**src/rtl/afe_pulser_seq.sv**
```systemverilog
// Trigger sequencer for the mDOM AFE pulser stage: single shots, counted bursts or
// continuous trains, paced by an internal period or by a synchronised external trigger.
module afe_pulser_seq #(
  parameter int TRIG_HIGH   = 2,
  parameter int SYNC_STAGES = 2
) (
  input  logic        clk,
  input  logic        rst,
  input  logic        start,
  input  logic        stop,
  input  logic        ext_en,
  input  logic        ext_trig,
  input  logic [15:0] n_pulses,
  input  logic [31:0] period,
  input  logic [15:0] width_in,
  output logic        trig,
  output logic [15:0] width,
  output logic        busy,
  output logic        done,
  output logic [15:0] pulse_cnt
);
  // state  | meaning
  // S_IDLE | no run, waiting for start
  // S_FIRE | trig high for TRIG_HIGH cycles
  // S_WAIT | trig low, spacing / holdoff / external edge wait
  // S_DONE | one-cycle done strobe, then idle
  typedef enum logic [1:0] {S_IDLE = 2'd0, S_FIRE = 2'd1, S_WAIT = 2'd2, S_DONE = 2'd3} state_t;

  localparam logic [16:0] HOLD_ADD = 17'(TRIG_HIGH + 3);
  localparam logic [3:0]  HI_LOAD  = 4'(TRIG_HIGH - 1);

  state_t state_q, state_d;
  logic [15:0] n_q, n_d;
  logic [31:0] period_q, period_d;
  logic [15:0] width_q, width_d;
  logic        ext_q, ext_d;
  logic [15:0] cnt_q, cnt_d;
  logic [31:0] spc_q, spc_d;
  logic [16:0] hold_q, hold_d;
  logic [3:0]  hi_q, hi_d;
  logic [SYNC_STAGES-1:0] sync_q, sync_d;
  logic        prev_q, prev_d, rise_q, rise_d;

  logic [15:0] cfg_width;
  logic [31:0] cfg_period;
  logic [16:0] hold_cyc;
  logic [31:0] eff_period;
  logic        enter_fire, last_pulse;

  // In idle the live inputs are about to be latched, so timing derives from them directly.
  always_comb begin
    cfg_width  = (state_q == S_IDLE) ? width_in : width_q;
    cfg_period = (state_q == S_IDLE) ? period : period_q;
    hold_cyc   = ({1'b0, cfg_width} + 17'd5) / 17'd6 + HOLD_ADD;
    eff_period = (cfg_period > {15'd0, hold_cyc}) ? cfg_period : {15'd0, hold_cyc};
  end

  // Registered edge detect adds the cycle that makes ext latency SYNC_STAGES+2.
  always_comb begin
    sync_d = {sync_q[SYNC_STAGES-2:0], ext_trig};
    prev_d = sync_q[SYNC_STAGES-1];
    rise_d = sync_q[SYNC_STAGES-1] & ~prev_q;
  end

  always_comb begin
    state_d    = state_q;
    n_d        = n_q;
    period_d   = period_q;
    width_d    = width_q;
    ext_d      = ext_q;
    cnt_d      = cnt_q;
    spc_d      = (spc_q != 32'd0) ? spc_q - 32'd1 : 32'd0;
    hold_d     = (hold_q != 17'd0) ? hold_q - 17'd1 : 17'd0;
    hi_d       = (hi_q != 4'd0) ? hi_q - 4'd1 : 4'd0;
    enter_fire = 1'b0;
    last_pulse = (n_q != 16'd0) && (cnt_q == n_q);

    case (state_q)
      S_IDLE: begin
        if (start && !stop) begin
          n_d        = n_pulses;
          period_d   = period;
          width_d    = width_in;
          ext_d      = ext_en;
          cnt_d      = 16'd0;
          enter_fire = 1'b1;
        end
      end
      S_FIRE: begin
        if (stop)                state_d = S_DONE;
        else if (hi_q == 4'd0)   state_d = S_WAIT;
      end
      S_WAIT: begin
        if (stop) begin
          state_d = S_DONE;
        end else if (last_pulse) begin
          if (hold_q == 17'd0) state_d = S_DONE;
        end else if (ext_q) begin
          if (hold_q == 17'd0 && rise_q) enter_fire = 1'b1;
        end else if (spc_q == 32'd0) begin
          enter_fire = 1'b1;
        end
      end
      S_DONE:  state_d = S_IDLE;
      default: state_d = S_IDLE;
    endcase

    if (enter_fire) begin
      state_d = S_FIRE;
      spc_d   = eff_period - 32'd1;
      hold_d  = hold_cyc - 17'd1;
      hi_d    = HI_LOAD;
      if (cnt_d != 16'hFFFF) cnt_d = cnt_d + 16'd1;
    end
  end

  always_ff @(posedge clk) begin
    if (rst) begin
      state_q  <= S_IDLE;
      n_q      <= '0;
      period_q <= '0;
      width_q  <= '0;
      ext_q    <= 1'b0;
      cnt_q    <= '0;
      spc_q    <= '0;
      hold_q   <= '0;
      hi_q     <= '0;
      sync_q   <= '0;
      prev_q   <= 1'b0;
      rise_q   <= 1'b0;
    end else begin
      state_q  <= state_d;
      n_q      <= n_d;
      period_q <= period_d;
      width_q  <= width_d;
      ext_q    <= ext_d;
      cnt_q    <= cnt_d;
      spc_q    <= spc_d;
      hold_q   <= hold_d;
      hi_q     <= hi_d;
      sync_q   <= sync_d;
      prev_q   <= prev_d;
      rise_q   <= rise_d;
    end
  end

  assign trig      = (state_q == S_FIRE);
  assign busy      = (state_q != S_IDLE);
  assign done      = (state_q == S_DONE);
  assign width     = width_q;
  assign pulse_cnt = cnt_q;

endmodule
```
**config.mk**
```make
export PLATFORM = sky130hd
export DESIGN_NAME = afe_pulser_seq
export DESIGN_NICKNAME = d
export VERILOG_FILES = /design/src/rtl/afe_pulser_seq.sv
export SDC_FILE = /design/constraint.sdc
export NUM_CORES = 1
export LEC_CHECK = 0
export ABC_AREA = 1
export CAP_MARGIN = 0
export CORE_MARGIN = 1.5
export CORE_UTILIZATION = 59
export DETAILED_ROUTE_END_ITERATION = 6
export MAX_ROUTING_LAYER = met4
export PLACE_DENSITY = 0.88
export SLEW_MARGIN = 20
export SYNTH_ARGS = -nofsm -noshare
export SYNTH_HDL_FRONTEND = slang
export SYNTH_SLANG_ARGS = --single-unit
```
**constraint.sdc**
```tcl
create_clock -name clk -period 12.95 [get_ports clk]
set_input_delay 3.2375 -clock clk [delete_from_list [all_inputs] [get_ports clk]]
set_output_delay 3.2375 -clock clk [all_outputs]
set_load 0.05 [all_outputs]
```
==> run_results.csv, run 1 <==
group,metric,value,unit
status,status,"finished, final reports clean",
critical_path,path_common_cell,"nand2_1",
clock_network,cts_hold_buffers,0,
clock_network,ctsHtreeMaxLevel,4,
synth,synth_compound_area_frac,0.171,
power,p_per_area,257,nW/um^2
place,routabilityCongestion,1.02,
die,fp.dieW,137,um
power,p_total,3.19,mW
critical_path,critical_path_arrival,12.31,ns
place,placed_cells,1994,
die,ios,105,
die,coreArea,17400,sq um
global_route,grt_pass1_vias,10400,
clock_network,cts_root_buffer,"clkbuf_16",
place,dp_hpwl,23.7,mm
clock_network,cts_tree,"yes",
final_layout,stdcell_count,2030,
final_layout,fillers,1528,
critical_path,critPathBufInv,7,
critical_path,slowest_stage,"clkdlybuf4s50_1",
synth,synthMuxAreaShare,0.000946,
route,drcViolationCount,0,
sta,hold_viol,0,
clock_network,cts_buffer_depth,2,
sta,clock.fmax,83.3,MHz
job,maxCapViolCount,0,
route,ant_nets,0,
synth,synth_adder_area_share,0.0319,
route,wl,31.7,mm
sta,finalSetupViolations,0,
critical_path,path_class,"input port to flop",
sta,min_period_over_period,0.927,
die,die_h,137,um
final_layout,drive_gt1_frac,0.0998,
final_layout,post-route-cell-area,12400,sq um
sta,finalClockSkew,0.0174,ns
synth,synthCells,1709,
critical_path,critPathLaunchType,"input port",
global_route,grt_max_degree,71,
die,die-area,18700,sq um
final_layout,layout_common_cells,"329 x nand2_1, 245 x inv_1, 224 x nor2_1",
global_route,grt_overflow_total,0,
synth,synth_cell_types,56,
global_route,grt_pass1_wl,50.6,mm
critical_path,r2r_slack,2.54,ns
final_layout,area_growth,17.1,%
synth,synth_edf_count,0,
critical_path,worst-path-max-fanout,22,
route,detailedRoute.firstIterationViolations,1001,
sta,drv_slew,0,
route,vias,11600,
synth,netlist_area,10600,sq um
sta,relSlewSlack,0.400,
synth,syn_nets,1806,
synth,synthXorXnorAreaFrac,0.0472,
sta,worst_slew_pin_slew,0.898,ns
route,post_drt_wl_per_cell,15.6,um
sta,whs,0.397,ns
critical_path,worst_setup_path_end_kind,"flop",
synth,ys_ff_latch,140,
critical_path,cp.required,13.25,ns
final_layout,multi_input_area,6620,sq um
synth,avgSynthCellArea,6.19,sq um
route,first_pass_iters,7,
synth,synth_top_family_by_area,"simple AND/OR/NAND/NOR gates",
synth,seq_area_frac_synth,0.265,
place,dp_slack,0.186,ns
critical_path,crit_family,"simple AND/OR/NAND/NOR gates",
sta,period_minus_slack,12.00,ns
power,vdd_drop_max,0.180,mV
synth,synth_simple_gate_area_frac,0.369,
hold_path,hp-class,"flop to flop",
place,placed_cell_area,11700,sq um
die,start_util,0.607,
clock_network,cts-buffers-inserted,17,
route,viasPerCell,5.69,
clock_network,clock_latency,0.45,ns
sta,worst_slack,0.945,ns
final_layout,final_common_cell,"nand2_1",
synth,synth_ff_type,"dfxtp_1",
clock_network,clkTransAtPathRegs,0.06,ns
final_layout,regArea,2800,sq um
critical_path,max_stage_delay,0.48,ns
global_route,track_usage,0.352,
synth,ys_warn_count,0,
final_layout,layout.nets,1888,
clock_network,clkSinkCount,140,
place,io_buffers,104,
die,rows,48,
synth,async_flop_share,0,
global_route,grt_antenna_before_repair,1,
power,p_leak,5.58,nW
-- Yosys cell counts (3+ instances only) --
master	instances	share of area
a21oi_1	87	0.041
inv_1	247	0.088
ha_1	27	0.032
o21bai_1	5	0.0035
o21ai_2	5	0.0041
nand2_2	35	0.021
nand3_2	11	0.010
nor2_4	6	0.0064
nand4_1	36	0.021
buf_2	5	0.0024
nor4_1	22	0.013
nand2_4	3	0.0032
nor3_1	18	0.0085
nor2_2	18	0.011
or2_2	24	0.014
o21ai_0	154	0.073
nand3_1	107	0.051
dfxtp_1	140	0.26
nand2_1	329	0.12
o21ai_1	22	0.010
o21bai_2	3	0.0032
nand3b_1	4	0.0028
buf_1	5	0.0018
a211oi_1	5	0.0035
inv_2	11	0.0039
o32ai_1	5	0.0041
buf_6	4	0.0043
a31oi_1	8	0.0047
xor2_1	37	0.031
xnor2_1	20	0.017
o31ai_1	10	0.0071
clkbuf_1	37	0.013
nor2_1	226	0.080
-- sequential cells by signal, summed over array words and instances, names as in the netlist --
signal,flops
rise_q,1
hi_q,4
n_q,16
hold_q,17
prev_q,1
spc_q,32
sync_q,2
period_q,32
ext_q,1
pulse_cnt,16
state_q,2
width,16
-- area by class of cell --
type	count	share of cell area
multi-input cells	1257	0.534
flip-flops and latches	140	0.226
repair buffers	116	0.0913
inverters	259	0.0788
clock buffers	18	0.0346
well taps	225	0.0227
clock inverters	14	0.0118
diodes	1	0.000202
-- metrics by stage --
step / TNS, ns / util
3_5_place_dp: 0 / 0.674
6_report: 0 / 0.711
2_1_floorplan: 0 / -
4_1_cts: 0 / 0.707
3_3_place_gp: 0 / 0.674
5_1_grt: -0.320 / 0.711
-- worst register-to-register path, delay by kind of cell (launching register included) --
family          cells  cell delay, ns
simple gates       44            5.78
compound gates     13            1.90
buf+inv             7            1.21
fa+ha+maj           3            0.73
flops               1            0.37
xor+xnor            1            0.26
-- timing repair --
action                                  4_1_cts  5_1_grt
endpoints found under the setup margin        0       29
setup buffers                                 0        3
resized for setup                             0       13
-- per-layer routing --
layer / part of all wire / routed length (um) / vias up / track usage
li1: - / - / 5726 / -
met1: 0.43 / 13600 / 5266 / 0.451
met2: 0.46 / 14600 / 484 / 0.559
met3: 0.082 / 2590 / 75 / 0.0630
met4: 0.029 / 918 / 0 / 0.125
met5: 0 / 0 / - / -
-- final timing paths --
| check | from | end | cells after the start |
|---|---|---|---|
| worst max register to register | state_q[0]$_SDFFE_PP0P_ | spc_q[30]$_SDFF_PP0_ | 68 |
| worst min-delay path | prev_q$_SDFF_PP0_ | rise_q$_SDFF_PP0_ | 1 |
| worst max-delay path | width_in[0] | spc_q[30]$_SDFF_PP0_ | 67 |
| worst min register to register | prev_q$_SDFF_PP0_ | rise_q$_SDFF_PP0_ | 1 |
-- logic make-up after synthesis --
group	count (synthesis)
flops	140
other cells	1
mux	1
fa+ha+maj	27
simple gates	849
buf+inv	312
xor+xnor	57
compound gates	322
-- power by group --
group | internal [mW] | switching, mW
registers | 0.511 | 0.0675
logic | 0.674 | 1.44
clock network | 0.272 | 0.223
total | 1.46 | 1.73
(Power assumes the default switching activity.)
==> run 2, diff against run 1 <==
--- a/config.mk
+++ b/config.mk
@@ -12,7 +12,7 @@
 export DETAILED_ROUTE_END_ITERATION = 6
 export MAX_ROUTING_LAYER = met4
 export PLACE_DENSITY = 0.88
-export SLEW_MARGIN = 20
+export SLEW_MARGIN = 25
 export SYNTH_ARGS = -nofsm -noshare
 export SYNTH_HDL_FRONTEND = slang
 export SYNTH_SLANG_ARGS = --single-unit
==> constraint.sdc (replaced) <==
create_clock -name clk -period 12.95 [get_ports clk]
set_input_delay 1.295 -clock clk [delete_from_list [all_inputs] [get_ports clk]]
set_output_delay 1.295 -clock clk [all_outputs]
set_load 0.05 [all_outputs]
==> run 2 against run 1 <==
Against the previous run:
- flip-flop and latch count is the same
- clock power grew 4%
- clock skew shrank 0.0022 ns
- non-clock buffer count shrank 5
- first-iteration DRC count shrank 10%
- maximum frequency grew 7.8%
- sequential share of layout area grew 0.12 points
- largest cell class unchanged
- sequential power is essentially flat
==> run_results.csv, run 2 (synthesized netlist as in run 1, its figures left out) <==
group,metric,value,unit
status,status,"finished, final reports clean",
route,ant_nets,0,
die,start_util,0.607,
final_layout,fillers,1474,
route,vias,11400,
clock_network,cts_tree,"yes",
place,placed_cells,1992,
clock_network,clkTransAtPathRegs,0.07,ns
critical_path,worst_setup_path_end_kind,"flop",
clock_network,ctsHtreeMaxLevel,4,
hold_path,min_path_cells,1,
critical_path,cp.required,13.25,ns
final_layout,finalCoreUtilization,0.708,
clock_network,post_cts_buffers,0,
route,wl,31.3,mm
sta,finalSetupTns,0,ns
final_layout,post-route-cell-area,12300,sq um
final_layout,reg.largest.list,"period_q (32), spc_q (32), hold_q (17)",
global_route,top_usage_layer,"met2",
final_layout,area_growth,16.5,%
route,first_pass_iters,6,
global_route,grt_util_met3,0.0681,
sta,finalClockSkew,0.0152,ns
sta,grt_setup_unrepaired,"false",
sta,whs,0.395,ns
die,die-area,18700,sq um
die,rows,48,
critical_path,r2r_cells,72,
critical_path,critical_path_arrival,11.44,ns
sta,drv_slew,0,
global_route,grt_pass1_vias,10200,
sta,relSlewSlack,0.392,
place,routabilityCongestion,0.982,
place,dp_hpwl,23.2,mm
hold_path,hp-class,"flop to flop",
sta,worst_slack,1.81,ns
power,vdd_drop_max,0.191,mV
die,fp.dieW,137,um
place,io_buffers,104,
sta,worst_slew_pin_slew,0.910,ns
place,placed_cell_area,11700,sq um
place,dp_slack,1.70,ns
critical_path,max_stage_delay,0.49,ns
power,p_per_area,257,nW/um^2
route,drcViolationCount,0,
clock_network,clkSinkCount,140,
clock_network,post_cts_resized,0,
critical_path,critPathLaunchType,"input port",
power,p_leak,5.56,nW
global_route,grt_max_degree,82,
global_route,track_usage,0.345,
global_route,grt_antenna_before_repair,0,
final_layout,drive_gt1_frac,0.0917,
job,maxCapViolCount,0,
critical_path,worst-path-max-fanout,23,
critical_path,r2r_slack,1.93,ns
clock_network,cts_root_buffer,"clkbuf_16",
sta,finalSetupViolations,0,
clock_network,cts_buffer_depth,2,
critical_path,path_class,"input port to flop",
die,ios,105,
final_layout,num_antenna_cells,0,
clock_network,cts_hold_buffers,0,
final_layout,final_common_cell,"nand2_1",
power,p_total,3.17,mW
die,die_h,137,um
sta,clock.fmax,89.8,MHz
critical_path,path_common_cell,"nand2_2",
global_route,grt_overflow_total,0,
sta,min_period_over_period,0.860,
sta,hold_viol,0,
final_layout,layout_common_cells,"329 x nand2_1, 246 x inv_1, 226 x nor2_1",
final_layout,layout.nets,1883,
global_route,use_met1,0.433,
clock_network,clock_latency,0.44,ns
global_route,grt_pass1_wl,49.5,mm
die,coreArea,17400,sq um
sta,period_minus_slack,11.14,ns
critical_path,slowest_stage,"inv_1",
route,viasPerCell,5.64,
route,detailedRoute.firstIterationViolations,898,
route,post_drt_wl_per_cell,15.5,um
final_layout,stdcell_count,2024,
global_route,grt_util_met2,0.543,
clock_network,cts-buffers-inserted,17,
## run 2: cell count changes in the layout (fill, tap and decap cells not counted), sizes merged
cell      before  now
buf           12    7
bufinv         1    2
clkinv         3    1
clkinvlp       2    3
diode          1    0
## run 2: area by class of cell
cell class                 instances  area [sq um]  share of cell area
multi-input combinational       1257          6570               0.533
sequential                       140          2800               0.227
timing repair buffer             111          1090              0.0887
inverter                         259           972              0.0789
clock buffer                      18           429              0.0348
tap                              225           282              0.0228
clock inverter                    14           171              0.0139
## run 2: power by group
part / internal (mW) / total [mW] / switching (mW)
registers: 0.511 / 0.578 / 0.0669
logic: 0.663 / 2.08 / 1.42
clock network: 0.292 / 0.514 / 0.223
## run 2: final timing paths
path | startpoint | endpoint
worst max-delay path | width_in[0] | spc_q[18]$_SDFF_PP0_
worst min-delay path | prev_q$_SDFF_PP0_ | rise_q$_SDFF_PP0_
worst max register to register | state_q[0]$_SDFFE_PP0P_ | spc_q[18]$_SDFF_PP0_
worst min register to register | prev_q$_SDFF_PP0_ | rise_q$_SDFF_PP0_
## run 2: worst max-delay path: cells and delay by family
family          cells  cell delay [ns]
xor+xnor            1             0.37
fa+ha+maj           4             0.95
simple gates       49             5.91
compound gates     11             1.43
buf+inv             9             1.48
## run 2: layer usage
metal	up-vias	share of wire
li1	5708	-
met1	5166	0.43
met2	463	0.46
met3	75	0.082
met4	0	0.031
met5	-	0
==> run 3, diff against run 2 <==
--- a/config.mk
+++ b/config.mk
@@ -7,8 +7,10 @@
 export LEC_CHECK = 0
 export ABC_AREA = 1
 export CAP_MARGIN = 0
+export CELL_PAD_IN_SITES_DETAIL_PLACEMENT = 1
+export CELL_PAD_IN_SITES_GLOBAL_PLACEMENT = 1
 export CORE_MARGIN = 1.5
-export CORE_UTILIZATION = 59
+export CORE_UTILIZATION = 41
 export DETAILED_ROUTE_END_ITERATION = 6
 export MAX_ROUTING_LAYER = met4
 export PLACE_DENSITY = 0.88
==> run 3 against run 2 <==
Against the previous run:
- sequential share of layout area is 0.32 points lower
- clock skew is 0.011 ns higher
- largest cell class unchanged
- global-route usage is 4.6 points lower
- combinational power is 6% higher
- worst setup slack worse by 0.49 ns
- design area is 1.4% higher
- wire length is 23% higher
- via count is 1.9% higher
- hold slack better by 0.017 ns
- cell count is 5.2% higher
- maximum frequency is 4.2% lower
- highest routed layer unchanged
==> run_results.csv, run 3 (synthesized netlist as in run 1, its figures left out) <==
group,metric,value,unit
status,status,"finished, final reports clean",
clock_network,clkTransAtPathRegs,0.08,ns
final_layout,fillers,3482,
route,post_drt_wl_per_cell,18.0,um
sta,drv_slew,0,
die,start_util,0.419,
critical_path,r2r_slack,1.81,ns
critical_path,slowest_stage,"nand2_1",
place,routabilityCongestion,0.950,
clock_network,cts_tree,"yes",
global_route,grt_antenna_before_repair,0,
sta,relSlewSlack,0.327,
die,die-area,26800,sq um
clock_network,cts_buffer_depth,2,
route,detailedRoute.firstIterationViolations,633,
critical_path,critPathLaunchType,"input port",
clock_network,cts_hold_buffers,0,
die,ios,105,
place,dp_hpwl,28.7,mm
clock_network,post_cts_resized,0,
power,p_per_area,264,nW/um^2
critical_path,max_stage_delay,0.49,ns
final_layout,post-route-cell-area,12500,sq um
route,viasPerCell,5.46,
final_layout,layout.nets,1884,
final_layout,area_growth,18.2,%
route,drcViolationCount,0,
die,coreArea,25300,sq um
critical_path,path_common_cell,"nand2_1",
critical_path,critical_path_arrival,11.96,ns
critical_path,crit_end,"spc_q[18]$_SDFF_PP0_",
critical_path,worst-path-max-fanout,23,
global_route,grt_overflow_total,0,
sta,min_period_over_period,0.898,
sta,finalSetupViolations,0,
final_layout,num_antenna_cells,0,
critical_path,cp.required,13.28,ns
final_layout,drive_gt1_frac,0.0933,
sta,clock.fmax,86.0,MHz
critical_path,path_class,"input port to flop",
global_route,track_usage,0.299,
critical_path,reg2reg_from,"state_q[0]$_SDFFE_PP0P_",
clock_network,clock_latency,0.45,ns
sta,hold_viol,0,
critical_path,worst_setup_path_end_kind,"flop",
job,maxCapViolCount,0,
sta,period_minus_slack,11.63,ns
sta,finalClockSkew,0.0263,ns
route,wl,38.3,mm
sta,worst_slew_pin_slew,1.01,ns
route,vias,11600,
final_layout,final_common_cell,"nand2_1",
power,internal_power,1.45,mW
power,power.switching,1.85,mW
route,ant_nets,0,
final_layout,layout_common_cells,"329 x nand2_1, 246 x inv_1, 225 x nor2_1",
power,vdd_drop_max,0.171,mV
die,rows,58,
global_route,grt_pass1_wl,61.4,mm
power,pwr-share-clk,0.158,
critical_path,r2r_end,"spc_q[18]$_SDFF_PP0_",
critical_path,crit_start,"width_in[0]",
sta,grt_setup_unrepaired,"false",
die,die_h,164,um
clock_network,clkSinkCount,140,
clock_network,ctsHtreeMaxLevel,4,
clock_network,cts_root_buffer,"clkbuf_16",
route,first_pass_iters,5,
global_route,grt_max_degree,81,
global_route,grt_pass1_vias,11900,
hold_path,hp-class,"flop to flop",
die,fp.dieW,164,um
place,io_buffers,104,
clock_network,cts-buffers-inserted,17,
power,pwr-share-seq,0.176,
power,swShare,0.562,
final_layout,reg.largest.list,"period_q (32), spc_q (32), hold_q (17)",
sta,finalSetupTns,0,ns
power,pwr-share-comb,0.666,
clock_network,post_cts_buffers,0,
power,p_leak,5.58,nW
place,placed_cell_area,11900,sq um
critical_path,r2r_cells,73,
[run 3: cell count changes in the layout (fill, tap and decap cells not counted), moves of 2 or more]
| cell | previous run | this run |
|---|---|---|
| clkinv_8 | 0 | 6 |
| bufinv_16 | 2 | 0 |
| clkinv_4 | 0 | 3 |
| clkinvlp_4 | 3 | 0 |
| inv_6 | 5 | 1 |
[run 3: worst min path at each step]
stage | startpoint | end | slack, ns | cells after the start
2_1_floorplan | prev_q$_SDFF_PP0_ | rise_q$_SDFF_PP0_ | 0.37 | 1
3_3_place_gp | prev_q$_SDFF_PP0_ | rise_q$_SDFF_PP0_ | 0.39 | 1
3_5_place_dp | prev_q$_SDFF_PP0_ | rise_q$_SDFF_PP0_ | 0.40 | 1
4_1_cts | sync_q[0]$_SDFF_PP0_ | sync_q[1]$_SDFF_PP0_ | 0.42 | 2
5_1_grt | prev_q$_SDFF_PP0_ | rise_q$_SDFF_PP0_ | 0.44 | 1
6_report | sync_q[0]$_SDFF_PP0_ | sync_q[1]$_SDFF_PP0_ | 0.41 | 2
[run 3: worst max-delay path: cells and delay by family]
family | cells | cell delay, ns
xor+xnor | 1 | 0.36
fa+ha+maj | 4 | 1.05
compound gates | 8 | 1.31
simple gates | 52 | 6.60
buf+inv | 8 | 1.36
[run 3: cell type report]
class / instances / area, sq um / share of cell area
clock buffers: 17 / 425 / 0.0340
flip-flops and latches: 140 / 2800 / 0.224
well taps: 330 / 413 / 0.0330
clock inverters: 15 / 189 / 0.0151
multi-input cells: 1257 / 6580 / 0.526
inverters: 259 / 972 / 0.0778
repair buffers: 112 / 1120 / 0.0897
[run 3: routing by layer]
metal  wire, um  vias up  track usage
met4        984        0       0.0963
met5          0        -            -
met2      18600      276        0.504
met1      16900     5566        0.364
li1           -     5713            -
met3       1830       71       0.0475
[run 3: metrics by stage]
stage,total power [mW],hold slack [ns],util,std cells,setup slack [ns]
3_5_place_dp,2.69,0.399,0.470,2097,1.34
4_1_cts,3.26,0.416,0.494,2129,1.48
2_1_floorplan,2.13,0.373,-,1709,4.11
3_3_place_gp,2.61,0.388,0.470,2097,2.07
5_1_grt,3.55,0.442,0.495,2130,0.330
6_report,3.30,0.413,0.495,2130,1.32
[run 3: power by group through the flow]
stage          Sequential (mW)  Clock (mW)  Combinational, mW
3_5_place_dp             0.587           0               2.11
3_3_place_gp             0.582           0               2.02
6_report                 0.580       0.521               2.20
5_1_grt                  0.590       0.540               2.42
4_1_cts                  0.579       0.524               2.15
2_1_floorplan            0.592           0               1.53
==> variant: new RTL, settings of run 2 <==
Make the reset (`rst`) asynchronous in one clocked block.
--- a/src/rtl/afe_pulser_seq.sv
+++ b/src/rtl/afe_pulser_seq.sv
@@ -115,5 +115,5 @@
   end
 
-  always_ff @(posedge clk) begin
+  always_ff @(posedge clk or posedge rst) begin
     if (rst) begin
       state_q  <= S_IDLE;
Check against the original RTL: differs if rst is asserted again (counterexample within 4 cycles, from zero or initial values and one cycle with rst high); with rst held inactive, the same outputs for 4 cycles.
==> variant against run 2 <==
Synthesized cell count shrank 3.9%. Largest cell class unchanged. Cell area increased by 2.9%. Sequential cell count unchanged. Hold slack got worse by 0.039 ns. Area after synthesis rose by 2.7%. Wire length fell by 3.5%. Register-to-register slack worse by 0.13 ns. Global-route usage fell by 2.0 points. Final cell count shrank 2.5%. Highest routed layer unchanged. Die area grew 2.6%. Worst setup slack worse by 0.22 ns.
Power is not shown: default switching activity piles up to over one toggle a cycle in this logic, so the estimate is an artifact.
==> variant: results (changes against run 2) <==
| Metric | Value |
|---|---|
| Status | finished, final reports clean |
| Placed insts | 1941 (-2.6%) |
| Main synth FF type | dfrtp_1 |
| Worst-path fanout max | 21 (-8.7%) |
| DP Wirelength | 22900 µm (-1.3%) |
| Max_slew headroom | 47.1% (+8.0 points) |
| Worst reg2reg path depth | 69 (-4.2%) |
| Final Cycle Share | 87.7% (+1.7 points) |
| Syn Area/Cell | 6.61 µm² (+6.8%) |
| Crit path largest cell delay | 0.46 ns (-0.03 ns) |
| Largest net degree at the start of global routing | 107 (+30%) |
| Top cell type's share of synthesized area | 32.2% (+5.8 points) |
| RR Endpoint | spc_q[23] |
| Area contributors post-synth | dfrtp_1 (32%), nand2_1 (16%), inv_1 (7.9%), o21ai_0 (5.9%), nor2_1 (5.7%) |
| RR Startpoint | state_q[0] |
| Register area share after synthesis | 32.2% (+5.8 points) |
| Wirelength per Cell | 15.3 µm (-1.1%) |
| Worst Skew | 0.0110 ns (-0.00424 ns) |
| First-pass detailed-route iteration total | 7 (+1) |
| # nets final | 1828 (-2.9%) |
| Dpl ws | 1.49 ns (-0.211 ns) |
| Initial DRC count | 952 (+6.0%) |
| Max stage delay cell, worst path | clkdlybuf4s50_1 |
| Vias in the first global route | 10200 (+0.35%) |
| Final hold slack | 0.357 ns (-0.0388 ns) |
| First-pass GRT wire length | 49600 µm (+0.25%) |
variant: cell types whose count changed after synthesis, sizes merged, moves of 13 or more:
cell | run 2 | this run
xor2 | 37 | 50
dfrtp | 0 | 140
nor3 | 18 | 32
or2 | 24 | 3
o21ai | 181 | 164
nor2 | 251 | 183
nand2 | 367 | 486
a21oi | 89 | 37
inv | 258 | 243
dfxtp | 140 | 0
variant: cell type report:
class                      instances  area share, %
timing repair buffer             111           8.72
inverter                         247           7.35
clock inverter                    15           1.34
clock buffer                      17           3.35
tap                              229           2.26
sequential                       140           27.6
multi-input combinational       1215           49.4
variant: cell families after synthesis:
logic type	Yosys count	synth area share (%)
buf+inv	288	10.2
fa+ha+maj	26	2.99
compound gates	237	12.0
xor+xnor	72	5.80
flops	140	32.2
simple gates	879	36.7
other cells	1	0.0345
variant: metrics by stage:
| step | area [µm²] | util [%] |
|---|---|---|
| floorplan | 10900 | - |
| global placement | 12100 | 67.0 |
| detailed placement | 12100 | 67.0 |
| CTS | 12700 | 70.3 |
| global route | 12700 | 70.4 |
| finish | 12700 | 70.4 |
variant: how the worst min path moves through the flow:
stage / from / to / slack, ns / cells past startpoint
floorplan: sync_q[0] / sync_q[1] / 0.33 / 0
global placement: sync_q[0] / sync_q[1] / 0.33 / 0
detailed placement: sync_q[0] / sync_q[1] / 0.34 / 0
CTS: sync_q[0] / sync_q[1] / 0.35 / 0
global route: sync_q[0] / sync_q[1] / 0.36 / 0
finish: sync_q[0] / sync_q[1] / 0.36 / 0
variant: routing by layer:
layer / vias to the layer above / GRT usage [%] / part of all wire [%]
li1: 5413 / - / -
met1: 4991 / 43.7 / 45
met2: 393 / 50.2 / 46
met3: 82 / 5.11 / 6.1
met4: 0 / 11.7 / 3.0
met5: - / - / 0
